--- src/rtl/cpu_mem_bridge_if.sv ---
// cpu_mem_bridge_if: word-organised memory port between the bridge (master) and memory (slave).
interface cpu_mem_bridge_if;
   logic        mem_read;
   logic        mem_write;
   logic [1:0]  mem_wmask;
   logic [15:0] mem_address;
   logic [15:0] mem_wdata;
   logic        mem_resp;
   logic [15:0] mem_rdata;
   modport master (output mem_read, mem_write, mem_wmask, mem_address, mem_wdata, input mem_resp, mem_rdata);
   modport slave (input mem_read, mem_write, mem_wmask, mem_address, mem_wdata, output mem_resp, mem_rdata);
endinterface

--- src/rtl/cpu_mem_bridge.sv ---
// cpu_mem_bridge: CPU byte/word accesses to a 16-bit word memory; odd words split in two, with timeout.
// Optional CPU_PAGE_WRAP_EN adds cpu_pwrap: the second half of a split word wraps within its page.
module cpu_mem_bridge #(
   parameter int TIMEOUT_CYCLES = 16
) (
   input  logic        clk,
   input  logic        rst_n,
   input  logic        cpu_req,
   input  logic        cpu_we,
   input  logic        cpu_size,
   input  logic [15:0] cpu_addr,
   input  logic [15:0] cpu_wdata,
`ifdef CPU_PAGE_WRAP_EN
   input  logic        cpu_pwrap,
`endif
   output logic [15:0] cpu_rdata,
   output logic        cpu_ready,
   output logic        cpu_err,
   output logic        cpu_busy,
   cpu_mem_bridge_if.master bus
);
   localparam int CW = $clog2(TIMEOUT_CYCLES + 2);
   localparam logic [CW-1:0] LIM = CW'(TIMEOUT_CYCLES);
   typedef enum logic [1:0] {IDLE, ACC1, ACC2, DONE} state_t;
   state_t state, state_n;
   logic we, size, pwrap, split, expire;
   logic [15:0] addr, wdata, addr2;
   logic rd, wr, rd_n, wr_n, err_n;
   logic [1:0] mask, mask_n;
   logic [15:0] maddr, maddr_n, mwd, mwd_n, rdata_n;
   logic [CW-1:0] cnt, cnt_n;
   logic [7:0] lo, lo_n;
`ifndef CPU_PAGE_WRAP_EN
   assign pwrap = 1'b0;
`endif
   assign split = size & addr[0];
   // Page wrap reproduces the 6502 JMP (indirect) high-byte fetch bug.
   assign addr2 = (pwrap ? {addr[15:8], addr[7:0] + 8'd1} : addr + 16'd1) & 16'hFFFE;
   assign expire = (TIMEOUT_CYCLES != 0) && (cnt + 1'b1 == LIM);
   assign cpu_ready = state == DONE;
   assign cpu_busy = state != IDLE;
   assign bus.mem_read = rd;
   assign bus.mem_write = wr;
   assign bus.mem_wmask = mask;
   assign bus.mem_address = maddr;
   assign bus.mem_wdata = mwd;
   always_comb begin
      state_n = state;
      rd_n = rd;
      wr_n = wr;
      mask_n = mask;
      maddr_n = maddr;
      mwd_n = mwd;
      cnt_n = cnt + 1'b1;
      lo_n = lo;
      rdata_n = cpu_rdata;
      err_n = cpu_err;
      case (state)
         IDLE: if (cpu_req) begin
            state_n = ACC1;
            rd_n = ~cpu_we;
            wr_n = cpu_we;
            mask_n = cpu_addr[0] ? 2'b10 : (cpu_size ? 2'b11 : 2'b01);
            maddr_n = {cpu_addr[15:1], 1'b0};
            mwd_n = (cpu_size & ~cpu_addr[0]) ? cpu_wdata : {2{cpu_wdata[7:0]}};
            cnt_n = '0;
         end
         ACC1, ACC2: if (bus.mem_resp || expire) begin
            rd_n = 1'b0;
            wr_n = 1'b0;
            mask_n = 2'b00;
            maddr_n = 16'h0;
            mwd_n = 16'h0;
            if (bus.mem_resp && state == ACC1 && split) begin
               state_n = ACC2;
               rd_n = ~we;
               wr_n = we;
               mask_n = 2'b01;
               maddr_n = addr2;
               mwd_n = {2{wdata[15:8]}};
               cnt_n = '0;
               lo_n = bus.mem_rdata[15:8];
            end else begin
               state_n = DONE;
               err_n = ~bus.mem_resp;
               rdata_n = !bus.mem_resp ? 16'h0 : state == ACC2 ? {bus.mem_rdata[7:0], lo} :
                         size ? bus.mem_rdata : {8'h00, addr[0] ? bus.mem_rdata[15:8] : bus.mem_rdata[7:0]};
            end
         end
         default: begin
            state_n = IDLE;
            err_n = 1'b0;
         end
      endcase
   end
   always_ff @(posedge clk or negedge rst_n) begin
      if (!rst_n) begin
         state <= IDLE;
         {rd, wr, mask, maddr, mwd} <= '0;
         {cnt, lo, cpu_rdata, cpu_err} <= '0;
         {we, size, addr, wdata} <= '0;
`ifdef CPU_PAGE_WRAP_EN
         pwrap <= 1'b0;
`endif
      end else begin
         state <= state_n;
         {rd, wr, mask, maddr, mwd} <= {rd_n, wr_n, mask_n, maddr_n, mwd_n};
         {cnt, lo, cpu_rdata, cpu_err} <= {cnt_n, lo_n, rdata_n, err_n};
         if (state == IDLE && cpu_req) begin
            {we, size, addr, wdata} <= {cpu_we, cpu_size, cpu_addr, cpu_wdata};
`ifdef CPU_PAGE_WRAP_EN
            pwrap <= cpu_pwrap;
`endif
         end
      end
   end
endmodule

--- src/flat_wrapper.sv ---
// flat-port wrapper written by rule: the top's interface ports become plain ports
module cpu_mem_bridge_flat 
#(
   parameter int TIMEOUT_CYCLES = 16
)
  (clk, rst_n, cpu_req, cpu_we, cpu_size, cpu_addr, cpu_wdata, cpu_rdata, cpu_ready, cpu_err, cpu_busy, bus_mem_read, bus_mem_write, bus_mem_wmask, bus_mem_address, bus_mem_wdata, bus_mem_resp, bus_mem_rdata);
  cpu_mem_bridge_if bus_i ();
  input  logic clk;
  input  logic rst_n;
  input  logic cpu_req;
  input  logic cpu_we;
  input  logic cpu_size;
  input  logic [15:0] cpu_addr;
  input  logic [15:0] cpu_wdata;
  output logic [15:0] cpu_rdata;
  output logic cpu_ready;
  output logic cpu_err;
  output logic cpu_busy;
  output wire logic [$bits(bus_i.mem_read)-1:0] bus_mem_read;
  output wire logic [$bits(bus_i.mem_write)-1:0] bus_mem_write;
  output wire logic [$bits(bus_i.mem_wmask)-1:0] bus_mem_wmask;
  output wire logic [$bits(bus_i.mem_address)-1:0] bus_mem_address;
  output wire logic [$bits(bus_i.mem_wdata)-1:0] bus_mem_wdata;
  input wire logic [$bits(bus_i.mem_resp)-1:0] bus_mem_resp;
  input wire logic [$bits(bus_i.mem_rdata)-1:0] bus_mem_rdata;
  assign bus_mem_read = bus_i.mem_read;
  assign bus_mem_write = bus_i.mem_write;
  assign bus_mem_wmask = bus_i.mem_wmask;
  assign bus_mem_address = bus_i.mem_address;
  assign bus_mem_wdata = bus_i.mem_wdata;
  assign bus_i.mem_resp = bus_mem_resp;
  assign bus_i.mem_rdata = bus_mem_rdata;
  cpu_mem_bridge #(.TIMEOUT_CYCLES(TIMEOUT_CYCLES)) u_core (.clk(clk), .rst_n(rst_n), .cpu_req(cpu_req), .cpu_we(cpu_we), .cpu_size(cpu_size), .cpu_addr(cpu_addr), .cpu_wdata(cpu_wdata), .cpu_rdata(cpu_rdata), .cpu_ready(cpu_ready), .cpu_err(cpu_err), .cpu_busy(cpu_busy), .bus(bus_i));
endmodule
--- config.mk ---
export PLATFORM = sky130hd
export DESIGN_NAME = cpu_mem_bridge_flat
export DESIGN_NICKNAME = d
export VERILOG_FILES = /design/src/rtl/cpu_mem_bridge_if.sv /design/src/rtl/cpu_mem_bridge.sv /design/src/flat_wrapper.sv
export SDC_FILE = /design/constraint.sdc
export NUM_CORES = 1
export LEC_CHECK = 0
export BUFFER_PORTS_ARGS = -buffer_cell sky130_fd_sc_hd__buf_2
export CAP_MARGIN = 25
export CORE_MARGIN = 8
export CORE_UTILIZATION = 40
export DETAILED_ROUTE_END_ITERATION = 7
export HOLD_SLACK_MARGIN = 0.08
export PLACE_DENSITY = 0.61
export SYNTH_ARGS = -nofsm -noshare
export SYNTH_HDL_FRONTEND = slang
export SYNTH_SLANG_ARGS = --single-unit
--- constraint.sdc ---
create_clock -name clk -period 4.5 [get_ports clk]
set_clock_uncertainty 0.05 [all_clocks]
set_input_delay 0.9 -clock clk [delete_from_list [all_inputs] [get_ports clk]]
set_output_delay 0.9 -clock clk [all_outputs]
set_load 0.01 [all_outputs]
After elaboration in Yosys (flattened, before gate mapping)
Index checks and enable logic that the tools add are counted.
- register bits after elaboration: 102
- output and inout port bits: 55
- $add $sub $neg: 2
- equal/unequal tests: 7
- mux-type cells: 38
- bitwise operators: 8
- reduce and logical (&&, ||, !) cells: 13
- operators with widths (operator ; number):
    two-way mux 16 bit ; 10
    case mux 16 bit (2 select lines) ; 2
    adder 16 x 1 -> 16 bit, second input constant ; 1
    two-way mux 5 bit ; 3
    two-way mux 2 bit ; 6
    AND reduction 3 bit ; 4
    two-way mux 1 bit ; 10
    case mux 5 bit (2 select lines) ; 1
    two-way mux 8 bit ; 1
    case mux 2 bit (2 select lines) ; 2
    NOT 1 bit ; 6
    case mux 1 bit (2 select lines) ; 3
    adder 5 x 1 -> 5 bit, second input constant ; 1
    equality test 5 bit, second input constant ; 1
    equality test 2 bit, second input constant ; 2
    inequality test 2 bit, second input constant ; 2
    nonzero test 2 bit ; 2
    logical AND 1 bit ; 3
    AND 1 bit ; 2
    equality test 2 x 1 -> 1 bit, second input constant ; 1
    zero test 2 bit ; 1
    inequality test 2 x 1 -> 1 bit, second input constant ; 1
    AND reduction 2 bit ; 1
    OR reduction 2 bit ; 1
    logical OR 1 bit ; 1

Longest topological paths before layout
Gate-level depths: netlist (run 1).
- depth in word-level cells: 6
- mapped depth: 8
- mapped depth without buffers: 7

Least setup slack after synthesis (run 1)
No wires, ideal clock.
- path type: input port to flip-flop
- start point: in bus_mem_resp
- end point: reg u_core.maddr[10], in the netlist u_core.bus.mem_address[10]
- arrival: 2051 ps
- data required time: 4325 ps
- path slack: 2274 ps
- cell stages on the path: 6
- cell sequence: buf_2 nand2b_1 a31oi_4 nor2_4 buf_4 mux2_2
- word-level cells in the longest chain between the ends: 5
- ends and longest elaborated chain (item ; RTL line ; RTL):
    from (decl) ; flat_wrapper.sv:24 ; input wire logic [$bits(bus_i.mem_resp)-1:0] bus_mem_resp;
    logical AND 1 bit (2 in series) ; cpu_mem_bridge.sv:74 ; if (bus.mem_resp && state == ACC1 && split) begin
    two-way mux 16 bit ; cpu_mem_bridge.sv:74 ;
    two-way mux 16 bit ; cpu_mem_bridge.sv:68 ; ACC1, ACC2: if (bus.mem_resp || expire) begin
    case mux 16 bit (2 select lines) ; cpu_mem_bridge.sv:58 ; case (state)
    to (signal assigned) ; cpu_mem_bridge.sv:107 ; {rd, wr, mask, maddr, mwd} <= {rd_n, wr_n, mask_n, maddr_n, mwd_n};
    to (decl) ; cpu_mem_bridge.sv:30 ; logic [15:0] maddr, maddr_n, mwd, mwd_n, rdata_n;
Parallel ways exist; a longest one is shown, timed or not. The select of a mux whose other input is x is not followed.
A chain may end at the register's enable or synchronous reset.

Worst setup path in the final report (run 1)
- start point: reg u_core.state[0]
- end point: reg u_core.mwd[11], in the netlist u_core.bus.mem_wdata[11]
- word-level cells in the longest chain between the ends: 6
- ends and longest elaborated chain (item ; RTL line ; RTL):
    from (decl) ; cpu_mem_bridge.sv:25 ; state_t state, state_n;
    from (signal assigned) ; cpu_mem_bridge.sv:106 ; state <= state_n;
    equality test 2 x 1 -> 1 bit ; cpu_mem_bridge.sv:58, cpu_mem_bridge.sv:74 ;
    logical AND 1 bit (2 in series) ; cpu_mem_bridge.sv:74 ;
    two-way mux 16 bit ; cpu_mem_bridge.sv:74 ;
    two-way mux 16 bit ; cpu_mem_bridge.sv:68 ;
    case mux 16 bit (2 select lines) ; cpu_mem_bridge.sv:58 ;
    to (signal assigned) ; cpu_mem_bridge.sv:107 ;
    to (decl) ; cpu_mem_bridge.sv:30 ;
Parallel ways exist; a longest one is shown, timed or not. The select of a mux whose other input is x is not followed.

==> summary.txt, run 1 <==
Drt
  – Antenna Violating Nets Remaining: 0
  – Total number of vias: approximately 3,500
  – Number of vias per cell after detailed routing: roughly 5.2
  – First-pass iteration count of the detailed router: 4
  – DRC violations left: 0
  – Mean routed wirelength per cell: between 15 and 20 um
  – Total wire length: approximately 12 mm
  – Iter 0 DRT Violations: 202

Layout
  – Fraction of final layout cells sized beyond drive strength 1: about a third
  – Commonest non-fill, non-tap cells in the layout: sky130_fd_sc_hd__buf_2, sky130_fd_sc_hd__dfrtp_1, sky130_fd_sc_hd__nand2_1, sky130_fd_sc_hd__mux2_2, sky130_fd_sc_hd__o21ai_0
  – Diode count: 0
  – Post-layout instance area: around 5500 um2
  – Layout Area Growth over Synthesis: 20.5%
  – Most common library cell in the layout ignoring fill and taps: sky130_fd_sc_hd__buf_2
  – Net count reported at finish: 589
  – # fillers: around 1,100
  – Number of cells in the finished layout apart from fillers: 677
  – Post-layout utilization of the core: 48.8%

Global route
  – Global Route Usage Sum: between 10% and 20%
  – Pin count of the biggest net entering global routing: 65
  – Global-route wire length before repair: 18.8 mm
  – Number of antenna violations at the first check in global routing: 0
  – Via count of the first global-routing pass: about 3,700
  – GRT Residual Overflow: 0

Floorplanning
  – Initial Utilization: a little over 40%
  – Floorplan Core Area: 11,300 um2
  – Die Height: ~120 um
  – Die area: approximately 15,000 um2
  – Horizontal extent of the die: 123 um
  – Row Count: 39
  – Number of I/O pins: 109

Logic synthesis
  – Post-synthesis instance area: roughly 4600 um2
  – Most used flip-flop cell after synthesis: sky130_fd_sc_hd__dfrtp_1
  – Post-synth top area share: between 50% and 60%
  – Post-Syn Nets: approximately 490
  – Cell count after synthesis: 433
  – Share of flip-flops with an asynchronous set or reset: 100%
  – Yosys cell types: slightly above 40
  – Synthesized area divided by synthesized cell count: around 11 um2
  – Main area contributors after synthesis: sky130_fd_sc_hd__dfrtp_1, sky130_fd_sc_hd__mux2_2, sky130_fd_sc_hd__nand2_1, sky130_fd_sc_hd__o21ai_0, sky130_fd_sc_hd__mux2i_1
  – Cell taking the most area after synthesis: sky130_fd_sc_hd__dfrtp_1
  – Sequential element share of the synthesized area: 50.8%
  – Yosys reg bits: 93
  – Number of synthesis warnings: 0
  – EDFF count, synth: 0

STA
  – Number of failing setup endpoints in the final timing report: 0
  – Fmax achieved: 360 MHz
  – Share of the clock period used by the worst path: 61.7%
  – Final number of max-transition violations: 0
  – Setup repair after global routing missed its margin: false
  – Period minus WS final: 2.78 ns
  – Number of failing hold endpoints at the final stage: 0
  – Relative slew margins: 43.8%
  – Post-route setup slack: roughly 1.7 ns
  – Total Neg Setup Slack: 0 ns
  – Actual slew at the worst max-slew pin: approximately 0.84 ns

Power and ir drop
  – Largest voltage drop on the vdd net: ~0.00033 V
  – PwrDens: around 740 nW/um2
  – Lkg Pwr: 2.81 nW

Clock tree
  – Cts bufs inserted: 9
  – Number of clock sinks seen by CTS: just over 90
  – Number of instances resized during post-cts repair: 0
  – CTS root buffer: sky130_fd_sc_hd__clkbuf_16
  – Post-CTS Setup Inserts: 0
  – Clock H-tree levels: 3
  – Clock insertion delay at the later pin of the skew report: 0.34 ns
  – Clock slew seen by the registers of the worst setup and hold paths: approximately 0.06 ns
  – Max Root-Sink Buffers: 2
  – Number of buffers added to fix hold violations after cts: 0
  – Clock tree from TritonCTS: done

Setup path
  – Critical Path Source: u_core.state[0]
  – Count of buffer and inverter cells on the critical path: 2
  – Family of cells with the greatest summed delay on the critical path: simple AND/OR/NAND/NOR gates
  – Kind of start point of the critical path: register
  – CP required: about 4.7 ns
  – Worst reg2reg path startpoint: u_core.state[0]
  – Element type at the critical path end: register
  – Arrival time of the worst setup path: approximately 3 ns
  – Slowest stage cell, crit path: sky130_fd_sc_hd__and2_1
  – Largest stage delay on the critical path: between 0.7 and 0.8 ns
  – Classification of the worst setup path: reg2reg
  – Chain of cells forming the critical path: inv_1 > ha_1 > buf_4 > and2_1 > nand2_1 > o21ai_0 > mux2_2
  – Maximum fanout along the worst path: 26

Place
  – Post-Place Setup Slack: between 1.5 and 2 ns
  – Hpwl dp: 8.20 mm
  – Number of cells after detailed placement: about 660
  – Quantity of I/O buffers inserted on ports: approximately 110
  – Post-place instance area: 5210 um2
  – Global placement routability congestion: about 0.8

Worst hold path
  – Worst min-delay path class: reg2reg
  – Launch point of the worst hold path: u_core.cpu_rdata[2]

Outcome
  – Outcome: complete, no violations

Flow run
  – Count of maximum capacitance violations: 0
==> through the flow <==
step | power (mW) | hold slack, ns
global route | 4.37 | 0.441
CTS | 4.12 | 0.428
global placement | 3.25 | 0.408
finish | 4.06 | 0.423
floorplan | 2.78 | 0.396
detailed placement | 3.32 | 0.413
==> area by class of cell <==
| class | count | area, um2 | share of cell area, % |
|---|---|---|---|
| tap | 143 | 179 | 3.24 |
| timing repair buffer | 110 | 561 | 10.2 |
| inverter | 24 | 90.1 | 1.63 |
| sequential | 93 | 2330 | 42.2 |
| multi-input combinational | 291 | 2050 | 37.1 |
| clock inverter | 3 | 42.5 | 0.771 |
| clock buffer | 13 | 270 | 4.90 |
==> synthesized netlist by cell type (7+ instances only) <==
library cell                 n
sky130_fd_sc_hd__buf_2       7
sky130_fd_sc_hd__o2bb2ai_1   9
sky130_fd_sc_hd__and3_1      8
sky130_fd_sc_hd__o21ai_0    39
sky130_fd_sc_hd__nor2_1     12
sky130_fd_sc_hd__inv_1      24
sky130_fd_sc_hd__mux2_2     45
sky130_fd_sc_hd__mux2i_1    17
sky130_fd_sc_hd__a22oi_1     7
sky130_fd_sc_hd__nand2_1    58
sky130_fd_sc_hd__clkbuf_1   13
sky130_fd_sc_hd__a21o_1      8
sky130_fd_sc_hd__o22ai_1    11
sky130_fd_sc_hd__dfrtp_1    93
sky130_fd_sc_hd__xnor2_1    11
==> layer usage <==
metal	track usage (%)	up-vias	wire (um)
met5	0	-	0
met4	3.76	0	125
met3	4.29	10	672
met2	25.7	85	5510
met1	19.8	1749	5220
li1	-	1705	-
==> power breakdown <==
group          leakage (nW)  internal, mW  switching, mW
combinational          1.47         0.830          0.991
sequential             1.18          1.20          0.250
clock                 0.152         0.476          0.312
total                  2.81          2.51           1.55
==> kinds of logic after synthesis <==
kind of cell / after synthesis / synth area share [%]
simple gates: 114 / 11.9
fa+ha+maj: 6 / 1.64
other cells: 1 / 0.0819
flops: 93 / 50.8
xor+xnor: 17 / 3.25
buf+inv: 49 / 4.45
compound gates: 91 / 13.1
mux: 62 / 14.8
==> final timing paths <==
path,to,slack (ns),cells past startpoint
worst max-delay path,u_core.bus.mem_wdata[11],1.72,7
worst min-delay path,u_core.cpu_rdata[2],0.42,1
worst max register to register,u_core.bus.mem_wdata[11],1.72,7
worst min register to register,u_core.cpu_rdata[2],0.42,1
max in group asynchronous,u_core.bus.mem_wdata[12],2.88,2
min in group asynchronous,u_core.cnt[4],0.62,1
==> registers in the layout, indices dropped and copies added, names as in the netlist <==
register / count
u_core.wdata: 8
u_core.bus.mem_wmask: 2
u_core.bus.mem_address: 15
u_core.we: 1
u_core.bus.mem_read: 1
u_core.addr: 16
u_core.cpu_err: 1
u_core.bus.mem_wdata: 16
u_core.lo: 8
u_core.size: 1
u_core.state: 2
u_core.cnt: 5
u_core.bus.mem_write: 1
u_core.cpu_rdata: 16
No activity file was read; power rests on OpenSTA's default activity.
==> run 2: changes to the inputs <==
clock period = 2.9 ns   (was 4.5 ns; I/O delays follow)
==> run 2 against run 1 <==
Against the previous run:
- critical endpoint is now u_core.cpu_rdata[2]
- core utilization up 0.42 points
- flip-flop and latch count unchanged
- critical path type unchanged
- global-route usage up 0.18 points
- cell area up 0.86%
- non-clock buffer count up 3
- combinational power up 56%
- sequential share of layout area down 0.36 points
==> summary.txt, run 2 (synthesis gave the netlist of run 1 again) <==
Outcome
  – Outcome: complete, no violations

Place
  – Post-place instance area: 5240 um2 (+0.67%)
  – Post-Place Setup Slack: 0.395 ns (-1.18 ns)
  – Quantity of I/O buffers inserted on ports: 107 (unchanged)
  – Number of cells after detailed placement: 664 (+0.45%)
  – Hpwl dp: 8.16 mm (-0.55%)
  – Global placement routability congestion: 0.778 (-3.2%)

Floorplanning
  – Horizontal extent of the die: 123 um (unchanged)
  – Initial Utilization: 40.5% (unchanged)
  – Floorplan Core Area: 11,300 um2 (unchanged)
  – Die Height: 123 um (unchanged)
  – Die area: 15,100 um2 (unchanged)
  – Row Count: 39 (unchanged)
  – Number of I/O pins: 109 (unchanged)

Drt
  – Number of vias per cell after detailed routing: 5.17 (-1.3%)
  – Mean routed wirelength per cell: 16.9 um (-0.81%)
  – DRC violations left: 0 (unchanged)
  – First-pass iteration count of the detailed router: 4 (unchanged)
  – Total number of vias: 3,517 (-0.90%)
  – Total wire length: 11.5 mm (-0.37%)
  – Antenna Violating Nets Remaining: 0 (unchanged)
  – Iter 0 DRT Violations: 232 (+15%)

Setup path
  – CP required: 3.08 ns (-1.65 ns)
  – Arrival time of the worst setup path: 2.64 ns (-0.36 ns)
  – Kind of start point of the critical path: register
  – Count of buffer and inverter cells on the critical path: 2 (unchanged)
  – Family of cells with the greatest summed delay on the critical path: compound AO/OA/AOI/OAI gates
  – Largest stage delay on the critical path: 0.62 ns (-0.10 ns)
  – Slowest stage cell, crit path: sky130_fd_sc_hd__nor2b_1
  – Maximum fanout along the worst path: 16 (-38%)
  – Element type at the critical path end: register
  – Classification of the worst setup path: reg2reg
  – Chain of cells forming the critical path: inv_1 > ha_1 > buf_4 > nor2b_1 > o21ai_2 > a21o_1

Clock tree
  – Clock tree from TritonCTS: done
  – Number of clock sinks seen by CTS: 93 (unchanged)
  – Post-CTS Setup Inserts: 0 (unchanged)
  – Clock insertion delay at the later pin of the skew report: 0.34 ns (about the same)
  – Number of buffers added to fix hold violations after cts: 0 (unchanged)
  – Clock H-tree levels: 3 (unchanged)
  – Number of instances resized during post-cts repair: 0 (unchanged)
  – CTS root buffer: sky130_fd_sc_hd__clkbuf_16
  – Clock slew seen by the registers of the worst setup and hold paths: 0.07 ns (about the same)
  – Cts bufs inserted: 9 (unchanged)
  – Max Root-Sink Buffers: 2 (unchanged)

Layout
  – Post-layout instance area: 5570 um2 (+0.86%)
  – Net count reported at finish: 592 (+0.51%)
  – Post-layout utilization of the core: 49.2% (+0.42 points)
  – Commonest non-fill, non-tap cells in the layout: sky130_fd_sc_hd__buf_2, sky130_fd_sc_hd__dfrtp_1, sky130_fd_sc_hd__nand2_1, sky130_fd_sc_hd__mux2_2, sky130_fd_sc_hd__o21ai_0
  – Diode count: 0 (unchanged)
  – Fraction of final layout cells sized beyond drive strength 1: 33.5% (+0.56 points)
  – Number of cells in the finished layout apart from fillers: 680 (+0.44%)
  – Layout Area Growth over Synthesis: 21.5%
  – Most common library cell in the layout ignoring fill and taps: sky130_fd_sc_hd__buf_2

Global route
  – Global-route wire length before repair: 18.9 mm (+0.26%)
  – Number of antenna violations at the first check in global routing: 0 (unchanged)
  – Via count of the first global-routing pass: 3,746 (+0.38%)
  – GRT Residual Overflow: 0 (unchanged)
  – Global Route Usage Sum: 15.7% (+0.18 points)
  – Pin count of the biggest net entering global routing: 52 (-20%)

STA
  – Setup repair after global routing missed its margin: false
  – Number of failing setup endpoints in the final timing report: 0 (unchanged)
  – Total Neg Setup Slack: 0 ns (unchanged)
  – Post-route setup slack: 0.442 ns (-1.28 ns)
  – Final number of max-transition violations: 0 (unchanged)
  – Period minus WS final: 2.46 ns (-0.317 ns)
  – Fmax achieved: 407 MHz (+13%)
  – Share of the clock period used by the worst path: 84.8% (+23 points)
  – Actual slew at the worst max-slew pin: 0.815 ns (-0.0264 ns)
  – Relative slew margins: 45.6% (+1.8 points)
  – Number of failing hold endpoints at the final stage: 0 (unchanged)

Flow run
  – Count of maximum capacitance violations: 0 (unchanged)

Worst hold path
  – Worst min-delay path class: in2async

Power and ir drop
  – Reg power frac: 35.4% (-0.4 points)
  – Switching share of power: 38.0% (-0.22 points)
  – PwrDens: 1140 nW/um2 (+56%)
  – Share of total power in combinational logic: 44.6% (-0.2 points)
  – Part of the power in the clock network: 20.0% (+0.6 points)
  – Internal power of the cells: 3.95 mW (+57%)
  – Largest voltage drop on the vdd net: 0.000552 V (+70%)
  – Lkg Pwr: 2.84 nW (+0.91%)
  – Net Switching: 2.42 mW (+56%)
[run 2: cell count changes in the layout (fill, tap and decap cells not counted), sizes merged]
cell and change:
bufinv +1, clkinv +2, buf +3, clkbuf -3
[run 2: worst reg2reg max path, cell delays in order, from the launching register on]
cell and delay (ns):
sky130_fd_sc_hd__dfrtp_1 0.39, sky130_fd_sc_hd__inv_1 0.09, sky130_fd_sc_hd__ha_1 0.32, sky130_fd_sc_hd__buf_4 0.20, sky130_fd_sc_hd__nor2b_1 0.62, sky130_fd_sc_hd__o21ai_2 0.40
sky130_fd_sc_hd__a21o_1 0.28
[run 2: power by group through the flow]
stage          clock (mW)  sequential [mW]  combinational, mW
2_1_floorplan           0             2.32               1.99
3_3_place_gp            0             2.25               2.81
3_5_place_dp            0             2.27               2.88
4_1_cts              1.31             2.26               2.90
5_1_grt              1.36             2.33               3.16
6_report             1.28             2.26               2.84
[run 2: path summary, 6_finish.rpt]
path	from	to	slack, ns	cells past startpoint
setup / recovery	u_core.state[1]	u_core.cpu_rdata[2]	0.44	6
hold / removal	rst_n	u_core.cnt[0]	0.18	1
setup reg to reg	u_core.state[1]	u_core.cpu_rdata[2]	0.44	6
hold reg to reg	u_core.cpu_rdata[1]	u_core.cpu_rdata[1]	0.42	1
max in group asynchronous	rst_n	u_core.bus.mem_wdata[0]	1.91	2
min in group clk	bus_mem_rdata[14]	u_core.lo[6]	0.41	3
[run 2: layer usage]
metal,track usage [%],up-vias,part of all wire [%]
li1,-,1714,-
met3,4.66,11,6.3
met4,5.34,0,1.3
met2,25.1,84,47
met1,20.0,1708,45
met5,0,-,0
[run 2: stage by stage]
stage | hold slack, ns | total power, mW
2_1_floorplan | 0.234 | 4.31
3_3_place_gp | 0.406 | 5.07
3_5_place_dp | 0.412 | 5.16
4_1_cts | 0.198 | 6.46
5_1_grt | 0.218 | 6.85
6_report | 0.177 | 6.37
[run 2: final cells by class]
class	count	area, um2
well taps	143	179
multi-input cells	291	2050
inverters	24	90.1
repair buffers	113	596
clock inverters	6	86.3
flip-flops and latches	93	2330
clock buffers	10	239
fillers	1072	5750
